===== config.mk =====
export PLATFORM = sky130hd
export DESIGN_NAME = console_seq
export DESIGN_NICKNAME = d
export VERILOG_FILES = /design/src/rtl/console_seq.sv
export SDC_FILE = /design/constraint.sdc
export NUM_CORES = 1
export LEC_CHECK = 0
export BUFFER_PORTS_ARGS = -buffer_cell sky130_fd_sc_hd__clkbuf_2
export CAP_MARGIN = 10
export CORE_ASPECT_RATIO = 1.2
export CORE_MARGIN = 4
export CORE_UTILIZATION = 45
export CTS_BUF_LIST = sky130_fd_sc_hd__clkbuf_2
export DETAILED_ROUTE_END_ITERATION = 12
export PLACE_DENSITY = 0.73
export SLEW_MARGIN = 10
export SYNTH_ARGS = -nofsm -noshare
export SYNTH_HDL_FRONTEND = slang
export SYNTH_SLANG_ARGS = --single-unit

===== constraint.sdc =====
create_clock -name clk -period 4.2 [get_ports clk]
set_input_delay 0.42 -clock clk [delete_from_list [all_inputs] [get_ports clk]]
set_output_delay 0.42 -clock clk [all_outputs]
set_load 0.01 [all_outputs]

===== src/rtl/console_seq.sv =====
// rtl/console_seq.sv - PDP-8/I front-panel console sequencer and octal display scanner
//
// Debounces the five Basys3 buttons, arbitrates presses (stop > start >
// load_addr > dep > exam), issues PULSE_CYCLES-wide command pulses to the
// core (start/load_addr/dep/exam interlocked against run), and scans a
// selected 12-bit register onto the 4-digit seven-segment display in octal.
//
// Optional feature: define CONSOLE_AUTOREPEAT_EN to make a held dep/exam
// button re-issue its pulse every REPEAT_CYCLES cycles while in HOLD.
//
// Ports:
//   clk, rst (async, active-low)
//   btn_t/btn_b/btn_l/btn_r/btn_m : raw stop/start/load_addr/dep/exam buttons
//   run                           : core run indicator (interlock)
//   disp_sel                      : display source select
//   pc, ma, mb, mq, sr, lac, dataf, instf, sc : core registers for display
//   start, stop, load_addr, dep, exam : registered command pulses
//   busy                          : high while sequencer is not idle
//   seg7_an, seg7_cath, seg7_dp   : active-low display drive
module console_seq #(
    parameter int DEB_CYCLES    = 1000000,
    parameter int PULSE_CYCLES  = 4,
    parameter int SCAN_DIV      = 100000,
    parameter int REPEAT_CYCLES = 25000000
) (
    input  logic        clk,
    input  logic        rst,
    input  logic        btn_t,
    input  logic        btn_b,
    input  logic        btn_l,
    input  logic        btn_r,
    input  logic        btn_m,
    input  logic        run,
    input  logic [2:0]  disp_sel,
    input  logic [11:0] pc,
    input  logic [11:0] ma,
    input  logic [11:0] mb,
    input  logic [11:0] mq,
    input  logic [11:0] sr,
    input  logic [12:0] lac,
    input  logic [2:0]  dataf,
    input  logic [2:0]  instf,
    input  logic [4:0]  sc,
    output logic        start,
    output logic        stop,
    output logic        load_addr,
    output logic        dep,
    output logic        exam,
    output logic        busy,
    output logic [3:0]  seg7_an,
    output logic [6:0]  seg7_cath,
    output logic        seg7_dp
);

    // Button vector index doubles as priority: lowest index wins.
    localparam int B_STOP = 0;
    localparam int B_DEP  = 3;
    localparam int B_EXAM = 4;

    localparam int CW = (DEB_CYCLES > 1) ? $clog2(DEB_CYCLES) : 1;
    localparam int PW = (PULSE_CYCLES > 1) ? $clog2(PULSE_CYCLES) : 1;
    localparam int SW = (SCAN_DIV > 1) ? $clog2(SCAN_DIV) : 1;

    typedef enum logic [1:0] {IDLE, PULSE, HOLD} state_t;

    logic [4:0]    btn_raw;
    logic [4:0]    sync1_q, sync2_q;
    logic [4:0]    deb_q, deb_dly_q;
    logic [CW-1:0] cnt_q [5];
    logic [4:0]    press;
    logic [4:0]    win;
    logic          accept;

    state_t        state_q;
    logic [4:0]    cmd_q;
    logic [4:0]    pulse_q;
    logic [PW-1:0] pcnt_q;
    logic          busy_q;
    logic          rpt_fire;

    logic [SW-1:0] scnt_q;
    logic [1:0]    digit_q;
    logic          scan_on_q;
    logic [11:0]   disp_val;
    logic [2:0]    oct;
    logic [6:0]    glyph;

    assign btn_raw = {btn_m, btn_r, btn_l, btn_b, btn_t};

    // Synchronizers and per-button debounce counters.
    always_ff @(posedge clk or negedge rst) begin
        if (!rst) begin
            sync1_q   <= '0;
            sync2_q   <= '0;
            deb_q     <= '0;
            deb_dly_q <= '0;
            for (int i = 0; i < 5; i++) begin
                cnt_q[i] <= '0;
            end
        end else begin
            sync1_q   <= btn_raw;
            sync2_q   <= sync1_q;
            deb_dly_q <= deb_q;
            for (int i = 0; i < 5; i++) begin
                if (sync2_q[i] == deb_q[i]) begin
                    cnt_q[i] <= '0;
                end else if (cnt_q[i] == CW'(DEB_CYCLES - 1)) begin
                    // DEB_CYCLES consecutive disagreeing cycles seen
                    cnt_q[i] <= '0;
                    deb_q[i] <= sync2_q[i];
                end else begin
                    cnt_q[i] <= cnt_q[i] + CW'(1);
                end
            end
        end
    end

    assign press = deb_q & ~deb_dly_q;

    always_comb begin
        win = 5'b00000;
        if (press[0])      win = 5'b00001;
        else if (press[1]) win = 5'b00010;
        else if (press[2]) win = 5'b00100;
        else if (press[3]) win = 5'b01000;
        else if (press[4]) win = 5'b10000;
    end

    // Only stop may interrupt a running machine; a rejected winner also
    // discards the lower-priority presses of that cycle.
    assign accept = (|win) && (win[B_STOP] || !run);

`ifdef CONSOLE_AUTOREPEAT_EN
    localparam int RW = (REPEAT_CYCLES > 1) ? $clog2(REPEAT_CYCLES) : 1;
    logic [RW-1:0] rcnt_q;
    logic          rpt_held;

    assign rpt_held = (state_q == HOLD) &&
                      ((cmd_q[B_DEP] && deb_q[B_DEP]) || (cmd_q[B_EXAM] && deb_q[B_EXAM]));
    assign rpt_fire = rpt_held && (rcnt_q == RW'(REPEAT_CYCLES - 1));

    always_ff @(posedge clk or negedge rst) begin
        if (!rst) begin
            rcnt_q <= '0;
        end else if (!rpt_held || rpt_fire) begin
            rcnt_q <= '0;
        end else begin
            rcnt_q <= rcnt_q + RW'(1);
        end
    end
`else
    // Auto-repeat compiled out: folds to constant 0 in every build.
    assign rpt_fire = (REPEAT_CYCLES < 0);
`endif

    // Command sequencer; pulse outputs and busy are registered here.
    always_ff @(posedge clk or negedge rst) begin
        if (!rst) begin
            state_q <= IDLE;
            cmd_q   <= '0;
            pulse_q <= '0;
            pcnt_q  <= '0;
            busy_q  <= 1'b0;
        end else begin
            case (state_q)
                IDLE: begin
                    if (accept) begin
                        state_q <= PULSE;
                        cmd_q   <= win;
                        pulse_q <= win;
                        pcnt_q  <= '0;
                        busy_q  <= 1'b1;
                    end
                end
                PULSE: begin
                    // run is deliberately ignored here so a pulse is never cut short
                    if (pcnt_q == PW'(PULSE_CYCLES - 1)) begin
                        pulse_q <= '0;
                        state_q <= HOLD;
                    end else begin
                        pcnt_q <= pcnt_q + PW'(1);
                    end
                end
                HOLD: begin
                    if (deb_q == 5'b00000) begin
                        state_q <= IDLE;
                        busy_q  <= 1'b0;
                    end else if (rpt_fire && !run) begin
                        state_q <= PULSE;
                        pulse_q <= cmd_q;
                        pcnt_q  <= '0;
                    end
                end
                default: begin
                    state_q <= IDLE;
                    pulse_q <= '0;
                    busy_q  <= 1'b0;
                end
            endcase
        end
    end

    assign {exam, dep, load_addr, start, stop} = pulse_q;
    assign busy = busy_q;

    // Digit scanner; anodes stay dark until the first scan wrap after reset.
    always_ff @(posedge clk or negedge rst) begin
        if (!rst) begin
            scnt_q    <= '0;
            digit_q   <= 2'd0;
            scan_on_q <= 1'b0;
        end else if (scnt_q == SW'(SCAN_DIV - 1)) begin
            scnt_q <= '0;
            if (!scan_on_q) begin
                scan_on_q <= 1'b1;
            end else begin
                digit_q <= digit_q + 2'd1;
            end
        end else begin
            scnt_q <= scnt_q + SW'(1);
        end
    end

    always_comb begin
        disp_val = pc;
        case (disp_sel)
            3'd0:    disp_val = pc;
            3'd1:    disp_val = ma;
            3'd2:    disp_val = mb;
            3'd3:    disp_val = lac[11:0];
            3'd4:    disp_val = mq;
            3'd5:    disp_val = sr;
            3'd6:    disp_val = {6'b000000, dataf, instf};
            default: disp_val = {7'b0000000, sc};
        endcase
    end

    always_comb begin
        oct = disp_val[2:0];
        case (digit_q)
            2'd0:    oct = disp_val[2:0];
            2'd1:    oct = disp_val[5:3];
            2'd2:    oct = disp_val[8:6];
            default: oct = disp_val[11:9];
        endcase
    end

    // Active-low {g,f,e,d,c,b,a} glyphs for octal digits.
    always_comb begin
        glyph = 7'h7F;
        case (oct)
            3'd0:    glyph = 7'h40;
            3'd1:    glyph = 7'h79;
            3'd2:    glyph = 7'h24;
            3'd3:    glyph = 7'h30;
            3'd4:    glyph = 7'h19;
            3'd5:    glyph = 7'h12;
            3'd6:    glyph = 7'h02;
            default: glyph = 7'h78;
        endcase
    end

    always_comb begin
        seg7_an   = 4'b1111;
        seg7_cath = 7'h7F;
        seg7_dp   = 1'b1;
        if (scan_on_q) begin
            seg7_an   = ~(4'b0001 << digit_q);
            seg7_cath = glyph;
            // Link bit shown as the leftmost decimal point in LAC view.
            seg7_dp   = !((digit_q == 2'd3) && (disp_sel == 3'd3) && lac[12]);
        end
    end

endmodule

After elaboration in Yosys (flattened, before gate mapping)
Cells that the tools add are included.
Widths: inputs -> output; s select.
{"block": "word_totals", "reg_bits": 150, "out_inout_bits": 18}
{"block": "op_classes", "n_reduce_logical": 23, "n_addsub": 8, "muxes": 35, "shifts": 1, "bitwise_logic": 10, "n_eq_ne": 33}
{"op": "$mux 20", "n": 10}
{"op": "$add 20x1->20 const B", "n": 5}
{"op": "$eq 20x20->1 const B", "n": 5}
{"op": "$pmux 12 s7", "n": 1}
{"op": "$pmux 7 s7", "n": 1}
{"op": "$mux 5", "n": 7}
{"op": "$eq 3x3->1 const B", "n": 6}
{"op": "$add 17x1->17 const B", "n": 1}
{"op": "$eq 17x17->1 const B", "n": 1}
{"op": "$mux 17", "n": 1}
{"op": "$pmux 5 s3", "n": 1}
{"op": "$eq 3x2->1 const B", "n": 4}
{"op": "$reduce_and 2->1", "n": 6}
{"op": "$reduce_and 3->1", "n": 4}
{"op": "$mux 2", "n": 5}
{"op": "$pmux 3 s3", "n": 1}
{"op": "$eq 2x2->1 const B", "n": 4}
{"op": "$ne 2x2->1 const B", "n": 4}
{"op": "$mux 7", "n": 1}
{"op": "$not 1->1", "n": 7}
{"op": "$eq 3x1->1 const B", "n": 2}
{"op": "$logic_not 3->1", "n": 2}
{"op": "$pmux 2 s3", "n": 1}
{"op": "$and 5x5->5", "n": 1}
{"op": "other kinds (17)", "n": 29}

Logic depth before layout (Yosys ltp)
Gate-level depths: netlist (run 1).
{"block": "depth", "word_depth": 11, "depth_mapped": 9, "ltp_nobuf": 8}

Worst setup path before layout (run 1)
No wires, ideal clock.
{"block": "synth_path", "path_kind": "input-to-output", "start": "input disp_sel[0]", "end": "output seg7_cath[5]", "path_slack_ns": 1.737, "cell_stages": 7, "path_buffers": 1, "t_arrival_ns": 2.043, "path_cell_list": "buf_6 > mux4_1 > o21a_1 > a22oi_1 > a32o_1 > o21ai_0 > a21o_1"}
{"block": "synth_between", "elab_chain_cells": 6}
{"item": "start, declared", "line_no": "34", "rtl": "input logic [2:0] disp_sel,"}
{"item": "$eq 3x3->1 (tied with other cells)", "line_no": "226", "rtl": "case (disp_sel)"}
{"item": "$pmux 12 s7 (*)", "line_no": "226"}
{"item": "$pmux 3 s3 (*)", "line_no": "240", "rtl": "case (digit_q)"}
{"item": "$eq 3x3->1 (tied with other cells)", "line_no": "251", "rtl": "case (oct)"}
{"item": "$pmux 7 s7 (*)", "line_no": "251"}
{"item": "$mux 7 (*)", "line_no": "267", "rtl": "if (scan_on_q) begin"}
{"item": "end, declared", "line_no": "51", "rtl": "output logic [6:0] seg7_cath,"}
Every way passes the cells marked *; elsewhere a longest branch is shown, timed or not.

Final worst setup path (run 1)
{"block": "layout_path", "start": "register digit_q[0]", "end": "output seg7_cath[5]"}
{"block": "layout_between", "elab_chain_cells": 5}
{"item": "start, declared", "line_no": "82", "rtl": "logic [1:0] digit_q;"}
{"item": "start signal, assigned", "line_no": "217", "rtl": "digit_q <= digit_q + 2'd1;"}
{"item": "$eq 2x2->1 (tied with other cells)", "line_no": "240"}
{"item": "$pmux 3 s3 (*)", "line_no": "240"}
{"item": "$eq 3x3->1 (tied with other cells)", "line_no": "251"}
{"item": "$pmux 7 s7 (*)", "line_no": "251"}
{"item": "$mux 7 (*)", "line_no": "267"}
Marks and branches as above.

==> metrics.md, run 1 <==
| Metric | Value |
|---|---|
| Status | `finished, final reports clean` |
| Synth Instances | `slightly below 800` |
| Row count | `between 50 and 60` |
| First DRT Iteration DRCs | `between 200 and 250` |
| Root Driver | `clkbuf_2` |
| Non-Filler Instances | `approximately 1100` |
| CTS resizes | `0` |
| CP Capture Type | `output pin` |
| Hold Slack | `0.1181 ns` |
| CTS hold repair buffers | `6` |
| EDFF count, synth | `0` |
| Setup TNS | `0 ns` |
| Commonest non-fill, non-tap cells in the layout | `150 x dfrtp_1, 128 x clkbuf_2, 113 x nor2_1, 62 x nand2_1, 56 x xor2_1` |
| Hold path start | `run` |
| Hold crit path type | `in -> reg` |
| Hold Vio Cnt, Final | `0` |
| TritonCTS Buffers | `17` |
| Die ar. | `between 15000 and 20000 sq um` |
| Nets | `a little over 1000` |
| Syn nets | `~900` |
| Clock Skews | `slightly below 0.03 ns` |
| Chip width | `around 130 um` |
| Max Cap Viol | `0` |
| Post-synth cell types | `65` |
| Top Ports | `113` |
| Primary FF master, synth | `dfrtp_1` |
| First-pass GRT wire length | `about 27000 um` |
| Worst EP arrival | `between 3 and 4 ns` |
| Detail Placement HPWL | `11750 um` |
| Flop2flop setup slack | `1.87 ns` |
| Placer Congestion | `0.9349` |
| Critical Path Slowest Stage Cell | `a311oi_4` |
| DIE HEIGHT | `between 150 and 200 um` |
| Drt pass-1 iters | `5` |
| Post-synthesis sequential area ratio | `0.4721` |
| Max-slew headroom | `0.4617` |
| CP startpoint kind | `flop` |
| Post-synthesis register bit count | `150` |
| Crit path cell chain | `inv_1 > ha_1 > nand2_1 > a311oi_1 > o211a_1 > a311oi_4 > o21ai_0 > a21o_1 > clkbuf_2` |
| Crit path max fanout | `8` |
| Initial antenna violation count | `1` |
| Total power | `around 2400 uW` |
| Starting Density | `0.4559` |
| H-Tree Level Count | `4` |
| Clock transition at the registers of the reported paths | `0.20 ns` |
| Final slew viol count | `0` |
| Hold Crit Depth | `5` |
| Reg2Reg Depth | `6` |
| Core Box Area | `between 15000 and 20000 sq um` |
| Layout cells sized above 1 | `0.1919` |
| Total setup buffers inserted after CTS | `0` |
| Via/cell ratio | `roughly 5.3` |
| Async S/R FF share, synth | `1.000` |
| Synth Cell Area | `just under 8000 sq um` |
| Final period utilization | `0.8328` |
| Unrepaired setup endpoints after global routing | `no` |
| Vias | `~6000` |
| Antenna viol nets, final | `0` |
| Residual overflow from global routing | `0` |
| Synth-to-Final Area Change | `11.86%` |
| Placed Area | `approximately 8600 sq um` |
| CP Class | `reg -> out` |
| Syn avg cell area | `10.04 sq um` |
| Commonest non-fill, non-tap cell in the layout | `dfrtp_1` |
| Total wire length | `~16000 um` |
| Hold Path Sink | `pulse_q[4]` |
| Vias in the first global route | `between 6000 and 7000` |
| Final setup viols | `0` |
| Final Cell Area | `8895 sq um` |
| Pwr dens | `~270 nW/um^2` |
| IO buf count | `between 100 and 150` |
| Largest net degree at the start of global routing | `92` |
| Post-Place Cells | `1100` |
| Worst R2R End | `cnt_q[73]` |
| Final min period | `roughly 3.5 ns` |
| Reg2reg start | `cnt_q[60]` |
| WL per Instance | `14.09 um` |
| TritonCTS clock tree | `done` |
| CP required | `around 3.8 ns` |
| Max VDD drop | `about 190 uV` |
| FMAX | `about 0.29 GHz` |
| TritonCTS Sinks | `150` |
| Tightest Pin Transition | `around 0.81 ns` |
| # DRC | `0` |
| Clock latency on the worst-skew pair | `roughly 0.7 ns` |
| CTS max path bufs | `2` |
| Yosys warning count | `0` |
| Total GRT Usage | `0.1667` |
| Leakage dissipation | `roughly 0.0040 uW` |
| Worst path max stage delay | `0.51 ns` |
-- sequential cells by signal (all words and copies together), names as in the netlist --
name       count
pulse_q        5
deb_q          5
digit_q        2
pcnt_q         2
sync1_q        5
scan_on_q      1
busy           1
scnt_q        17
state_q        2
sync2_q        5
deb_dly_q      5
cnt_q        100
-- per-stage QoR --
step	utilization	worst slack, ns
2_1_floorplan	-	1.737
3_3_place_gp	0.4951	0.9154
3_5_place_dp	0.4951	0.8639
4_1_cts	0.5099	0.6069
5_1_grt	0.5100	0.4688
6_report	0.5100	0.7022
-- power breakdown --
group,internal [uW],switching (uW)
combinational,97.9,125
clock,202,495
sequential,1460,13.0
-- kinds of logic after synthesis --
logic type               synth area share
AO/OA/AOI/OAI                     0.07868
XOR/XNOR                           0.1090
adder cells (fa/ha/maj)           0.01888
buffers and inverters             0.03320
flip-flops                         0.4721
multiplexers                      0.05948
AND/OR/NAND/NOR                    0.2286
-- cells in the mapped netlist (9+ instances only) --
| cell | number | share of area |
|---|---|---|
| nand4_1 | 9 | 0.0071 |
| a21oi_1 | 21 | 0.013 |
| o21ai_0 | 22 | 0.014 |
| nor4b_1 | 9 | 0.0099 |
| inv_1 | 18 | 0.0085 |
| nor3_1 | 18 | 0.011 |
| nand3b_1 | 11 | 0.010 |
| ha_1 | 12 | 0.019 |
| and4_1 | 14 | 0.015 |
| or3_1 | 15 | 0.012 |
| dfrtp_1 | 150 | 0.47 |
| and3_1 | 15 | 0.012 |
| mux2_2 | 12 | 0.017 |
| nand2_1 | 62 | 0.029 |
| mux2i_1 | 18 | 0.023 |
| nor2_1 | 113 | 0.053 |
| nand3_1 | 53 | 0.033 |
| clkbuf_1 | 11 | 0.0052 |
| xnor2_1 | 43 | 0.047 |
| xor2_1 | 56 | 0.062 |
-- worst max-delay path: cells and delay by family (launching register included) --
family	cells	cell delay, ns
buf+inv	2	0.21
compound gates	5	1.18
fa+ha+maj	1	0.33
simple gates	1	0.16
flops	1	0.48
-- routing by layer --
layer  global-route usage  wire length (um)
met1               0.2000              6670
met2               0.2809              7703
met3              0.04031              1146
met4              0.07654               515
met5                    0                 0
-- worst max path at each step --
| stage | slack [ns] | depth (start not counted) | startpoint | to |
|---|---|---|---|---|
| 3_5_place_dp | 0.86 | 9 | disp_sel[0] | seg7_cath[5] |
| 2_1_floorplan | 1.74 | 7 | disp_sel[0] | seg7_cath[5] |
| 6_report | 0.70 | 9 | digit_q[0] | seg7_cath[5] |
| 4_1_cts | 0.61 | 9 | digit_q[0] | seg7_cath[5] |
| 5_1_grt | 0.47 | 9 | digit_q[0] | seg7_cath[5] |
| 3_3_place_gp | 0.92 | 9 | disp_sel[0] | seg7_cath[5] |
-- layout make-up --
| type | count | area [sq um] |
|---|---|---|
| antenna | 1 | 2.502 |
| clock buffer | 17 | 85.08 |
| clock inverter | 14 | 112.6 |
| fill | 1586 | 8546 |
| inverter | 18 | 67.56 |
| multi-input combinational | 595 | 3934 |
| sequential | 150 | 3754 |
| tap | 220 | 275.3 |
| timing repair buffer | 123 | 664.4 |
Note: power is estimated with default switching activity, not from simulation.
==> run 2: changes to the inputs <==
Settings changed: PLACE_DENSITY 0.73 to 0.76.
Clock period 4.2 ns to 2.9 ns, I/O delays scaled along.
==> metrics.md, run 2 (synthesized netlist as in run 1, its figures left out) <==
| Metric | Value |
|---|---|
| Most flop-heavy register | `cnt_q` |
| Status | `finished, violations left` |
| Int Pwr | `around 2500 uW` |
| Max-slew headroom | `0.5566` |
| Commonest non-fill, non-tap cells in the layout | `149 x dfrtp_1, 126 x clkbuf_2, 113 x nor2_1, 60 x nand2_1, 56 x xor2_1` |
| Largest regs | `cnt_q (100), scnt_q (17)` |
| CP Class | `reg -> out` |
| Crit path max fanout | `6` |
| Pwr dens | `approximately 370 nW/um^2` |
| Row count | `53` |
| Total power | `~3400 uW` |
| Register area | `between 3000 and 4000 sq um` |
| Register share of total power | `0.637` |
| Commonest non-fill, non-tap cell in the layout | `dfrtp_1` |
| Switching part of the total | `0.2598` |
| Leakage dissipation | `slightly above 0.004 uW` |
| Tightest Pin Transition | `between 0.6 and 0.7 ns` |
| Chip width | `around 130 um` |
| Final min period | `around 3.0 ns` |
| Residual overflow from global routing | `0` |
| Hold Slack | `0.09151 ns` |
| Core Box Area | `approximately 17000 sq um` |
| Largest net degree at the start of global routing | `between 60 and 70` |
| IO buf count | `roughly 110` |
| Multi-input gate area | `a little over 4000 sq um` |
| Detail Placement HPWL | `between 10000 and 15000 um` |
| Drt pass-1 iters | `4` |
| Die ar. | `19870 sq um` |
| Final Cell Area | `slightly above 9000 sq um` |
| Layout cells sized above 1 | `0.2200` |
| Max VDD drop | `just over 300 uV` |
| CTS max path bufs | `2` |
| Hold crit path type | `in -> reg` |
| # DRC | `0` |
| Final slew viol count | `0` |
| FMAX | `0.3353 GHz` |
| Final period utilization | `1.028` |
| CP required | `~2.6 ns` |
| First DRT Iteration DRCs | `200` |
| Psw | `around 870 uW` |
| Placed Area | `~8700 sq um` |
| Nets | `approximately 1000` |
| First-pass GRT wire length | `around 28000 um` |
| Combinational Power Share | `0.103` |
| DIE HEIGHT | `around 150 um` |
| Total wire length | `~17000 um` |
| CP startpoint kind | `flop` |
| Hold Vio Cnt, Final | `0` |
| Clock latency on the worst-skew pair | `around 0.69 ns` |
| Flip-flop count of the largest register, all copies and words added | `100` |
| WL per Instance | `approximately 14 um` |
| Failing checks | `negative setup slack` |
| Reg2reg start | `scnt_q[12]` |
| Post-layout util | `0.5219` |
| Initial antenna violation count | `1` |
| TritonCTS clock tree | `done` |
| Vias in the first global route | `6141` |
| Via/cell ratio | `5.344` |
| H-Tree Level Count | `4` |
| Unrepaired setup endpoints after global routing | `yes` |
| Placer Congestion | `around 0.9` |
| Clock transition at the registers of the reported paths | `0.18 ns` |
| TritonCTS Buffers | `17` |
| Top Ports | `113` |
| Final setup viols | `3` |
| Antenna viol nets, final | `0` |
| Clk network pwr share | `0.260` |
| # fillers | `about 1500` |
| Total GRT Usage | `0.1692` |
| Flop2flop setup slack | `between 0.7 and 0.8 ns` |
| Max Cap Viol | `0` |
| Hold path start | `run` |
| Clock Skews | `~0.020 ns` |
| Worst EP arrival | `2.69 ns` |
| Crit path from | `digit_q[0]` |
| CP Capture Type | `output pin` |
| Synth-to-Final Area Change | `14.48%` |
| Starting Density | `0.4559` |
| Vias | `approximately 6200` |
| TritonCTS Sinks | `150` |
| Place WS | `~0.28 ns` |
| Worst setup margin | `-0.08259 ns` |
| Root Driver | `clkbuf_2` |
## run 2: changes by cell type in the layout (fill, tap and decap cells not counted), sizes merged
cell / before / now
clkbuf: 128 / 126
clkinvlp: 5 / 1
inv: 19 / 18
bufinv: 1 / 0
buf: 6 / 28
a32oi: 2 / 3
## run 2: power groups by stage
| stage | Combinational, uW | Clock [uW] | Sequential [uW] |
|---|---|---|---|
| 6_report | 346 | 870 | 2140 |
| 5_1_grt | 386 | 996 | 2140 |
| 4_1_cts | 349 | 925 | 2140 |
| 3_5_place_dp | 325 | 0 | 2170 |
| 3_3_place_gp | 321 | 0 | 2170 |
| 2_1_floorplan | 189 | 0 | 2170 |
## run 2: critical path, cell delays in order, from the launching register on
cell and delay (ns):
dfrtp_2 0.47, buf_6 0.13, ha_4 0.17, nand2_2 0.07
buf_4 0.11, a31oi_2 0.11, a311oi_4 0.28, buf_6 0.17
buf_4 0.12, o21ai_0 0.08, a21o_1 0.19, buf_2 0.14
## run 2: worst paths after layout
path | to | cells past startpoint
setup / recovery | seg7_cath[5] | 11
hold / removal | pulse_q[4] | 5
setup reg to reg | digit_q[1] | 5
hold reg to reg | sync2_q[1] | 0
max in group asynchronous | cnt_q[3] | 3
min in group asynchronous | cnt_q[6] | 2
## run 2: final cells by class
cell class              instances  share of cell area
multi-input cells             596              0.4441
flip-flops and latches        150              0.4125
repair buffers                139             0.08976
well taps                     220             0.03024
clock buffers                  21             0.01155
inverters                      18            0.007423
clock inverters                 8            0.004124
diodes                          1           0.0002749
## run 2: per-stage QoR
stage               TNS [ns]  instances
floorplan                  0        792
global placement           0       1104
detailed placement         0       1104
CTS                  -0.5754       1151
global route          -1.327       1153
finish               -0.1190       1153
## run 2: routing by layer
metal | GRT usage | part of all wire
met4 | 0.08054 | 0.036
met5 | 0 | 0
met2 | 0.2913 | 0.49
met1 | 0.1970 | 0.40
met3 | 0.03926 | 0.072
## run 2: repair_timing
action	4_1_cts	5_1_grt
endpoints found under the setup margin	7	7
gates resized for setup	19	10
cloned	1	0
pin swaps	9	11
buffers inserted	11	1
endpoints found under the hold margin	70	0
hold buffers	6	0
==> run 3: changes to the inputs <==
Settings changed: SETUP_SLACK_MARGIN from default to 0.05.
==> metrics.md, run 3 (synthesized netlist as in run 1, its figures left out) <==
| Metric | Value |
|---|---|
| Final Cell Area | `between 9000 and 10000 sq um` |
| TritonCTS Buffers | `17` |
| First DRT Iteration DRCs | `187` |
| Final slew viol count | `0` |
| Nets | `between 1000 and 1500` |
| Failing checks | `negative setup slack` |
| # DRC | `0` |
| Antenna viol nets, final | `0` |
| Clock Skews | `between 0.02 and 0.025 ns` |
| Hold Vio Cnt, Final | `0` |
| Final min period | `between 2 and 3 ns` |
| Top Ports | `113` |
| Residual overflow from global routing | `0` |
| Largest net degree at the start of global routing | `roughly 70` |
| Die ar. | `between 15000 and 20000 sq um` |
| Placed Area | `about 8700 sq um` |
| Via/cell ratio | `approximately 5.3` |
| Detail Placement HPWL | `about 12000 um` |
| Vias in the first global route | `slightly above 6000` |
| Commonest non-fill, non-tap cells in the layout | `149 x dfrtp_1, 126 x clkbuf_2, 113 x nor2_1, 59 x nand2_1, 55 x xor2_1` |
| Layout cells sized above 1 | `0.2209` |
| Unrepaired setup endpoints after global routing | `yes` |
| IO buf count | `between 100 and 150` |
| CP startpoint kind | `flop` |
| Final period utilization | `1.020` |
| Max VDD drop | `a little over 300 uV` |
| Total GRT Usage | `0.1683` |
| Leakage dissipation | `0.004102 uW` |
| Synth-to-Final Area Change | `14.52%` |
| Combinational Power Share | `0.105` |
| Root Driver | `clkbuf_2` |
| Max-slew headroom | `0.5562` |
| First-pass GRT wire length | `27550 um` |
| Vias | `6130` |
| Commonest non-fill, non-tap cell in the layout | `dfrtp_1` |
| Status | `finished, violations left` |
| Register share of total power | `0.636` |
| H-Tree Level Count | `4` |
| CTS max path bufs | `2` |
| TritonCTS Sinks | `150` |
| Post-layout util | `0.5221` |
| Worst EP arrival | `2.67 ns` |
| Clock latency on the worst-skew pair | `roughly 0.7 ns` |
| Max Cap Viol | `0` |
| Reg2Reg Depth | `5` |
| Clock transition at the registers of the reported paths | `approximately 0.18 ns` |
| Hold crit path type | `in -> reg` |
| Chip width | `about 130 um` |
| CP required | `roughly 2.6 ns` |
| Tightest Pin Transition | `0.6606 ns` |
| DIE HEIGHT | `between 150 and 200 um` |
| Clk network pwr share | `0.259` |
| Hold Crit Depth | `5` |
| Crit path max fanout | `8` |
| Starting Density | `0.4559` |
| Non-Filler Instances | `about 1100` |
| Drt pass-1 iters | `5` |
| Post-Place Cells | `about 1100` |
| Most flop-heavy register | `cnt_q` |
| Psw | `878.3 uW` |
| Worst setup margin | `-0.05670 ns` |
| Switching part of the total | `0.2614` |
| Final setup viols | `4` |
| Initial antenna violation count | `1` |
| Core Box Area | `17440 sq um` |
| WL per Instance | `between 10 and 15 um` |
| Hold Slack | `between 0.07 and 0.08 ns` |
| FMAX | `roughly 0.34 GHz` |
| Largest regs | `cnt_q (100), scnt_q (17)` |
| Int Pwr | `~2500 uW` |
| CP Class | `reg -> out` |
| CP Capture Type | `output pin` |
| # fillers | `about 1600` |
| TritonCTS clock tree | `done` |
| Placer Congestion | `between 0.9 and 1` |
| Total wire length | `between 15000 and 20000 um` |
| Flip-flop count of the largest register, all copies and words added | `100` |
| Pwr dens | `roughly 370 nW/um^2` |
| Row count | `53` |
[run 3: repair_timing]
item                                    4_1_cts  5_1_grt
hold buffers                                  6        0
gates cloned                                  1        0
hold endpoints to repair                     70        0
buffers inserted                              7        1
gates resized for setup                      13       24
endpoints found under the setup margin        7        7
pin swaps                                     8       11
[run 3: metal layers]
| layer | share of wire | up-vias | wire length (um) | global-route usage |
|---|---|---|---|---|
| li1 | - | 3022 | - | - |
| met1 | 0.41 | 2906 | 6738 | 0.1977 |
| met2 | 0.49 | 170 | 8104 | 0.2917 |
| met3 | 0.070 | 32 | 1153 | 0.03822 |
| met4 | 0.032 | 0 | 524 | 0.07354 |
| met5 | 0 | - | 0 | 0 |
[run 3: metrics by stage]
| step | setup slack [ns] | setup TNS, ns | power, uW |
|---|---|---|---|
| final | -0.05670 | -0.1648 | 3360 |
| after floorplan | 0.6971 | 0 | 2359 |
| after detailed placement | 0.2836 | 0 | 2500 |
| after global routing | -0.2311 | -1.326 | 3530 |
| after CTS | -0.1847 | -0.7790 | 3405 |
| after global placement | 0.3155 | 0 | 2494 |
[run 3: path summary, 6_finish.rpt]
path	from	slack [ns]	endpoint
worst max-delay path	digit_q[1]	-0.06	seg7_cath[1]
min in group asynchronous	rst	0.13	cnt_q[6]
worst max register to register	scnt_q[12]	0.74	digit_q[1]
max in group asynchronous	rst	1.96	cnt_q[3]
worst min-delay path	run	0.08	pulse_q[4]
worst min register to register	sync1_q[1]	0.38	sync2_q[1]
[run 3: layout make-up]
class	instances	area [sq um]	area share
Clock buffer	21	105.1	0.01154
Antenna cell	1	2.502	0.0002748
Sequential cell	150	3755	0.4123
Tap cell	220	275.3	0.03023
Inverter	18	67.56	0.007420
Timing Repair Buffer	135	797.0	0.08752
Clock inverter	8	37.54	0.004122
Multi-Input combinational cell	596	4066	0.4466
[run 3: worst max-delay path: stages, from the launching register on]
cell and delay (ns):
dfrtp_1 0.45, inv_2 0.11, ha_4 0.17, nand2_2 0.06, a311o_1 0.37, o2bb2ai_2 0.17
a311oi_4 0.05, buf_6 0.16, xnor2_1 0.13, a21o_1 0.19, buf_2 0.13
[run 3: power by group through the flow]
stage / registers, uW / logic (uW) / clock network (uW)
global placement: 2170 / 321 / 0
finish: 2140 / 353 / 871
detailed placement: 2170 / 325 / 0
floorplan: 2170 / 189 / 0
CTS: 2140 / 343 / 925
global route: 2140 / 392 / 996
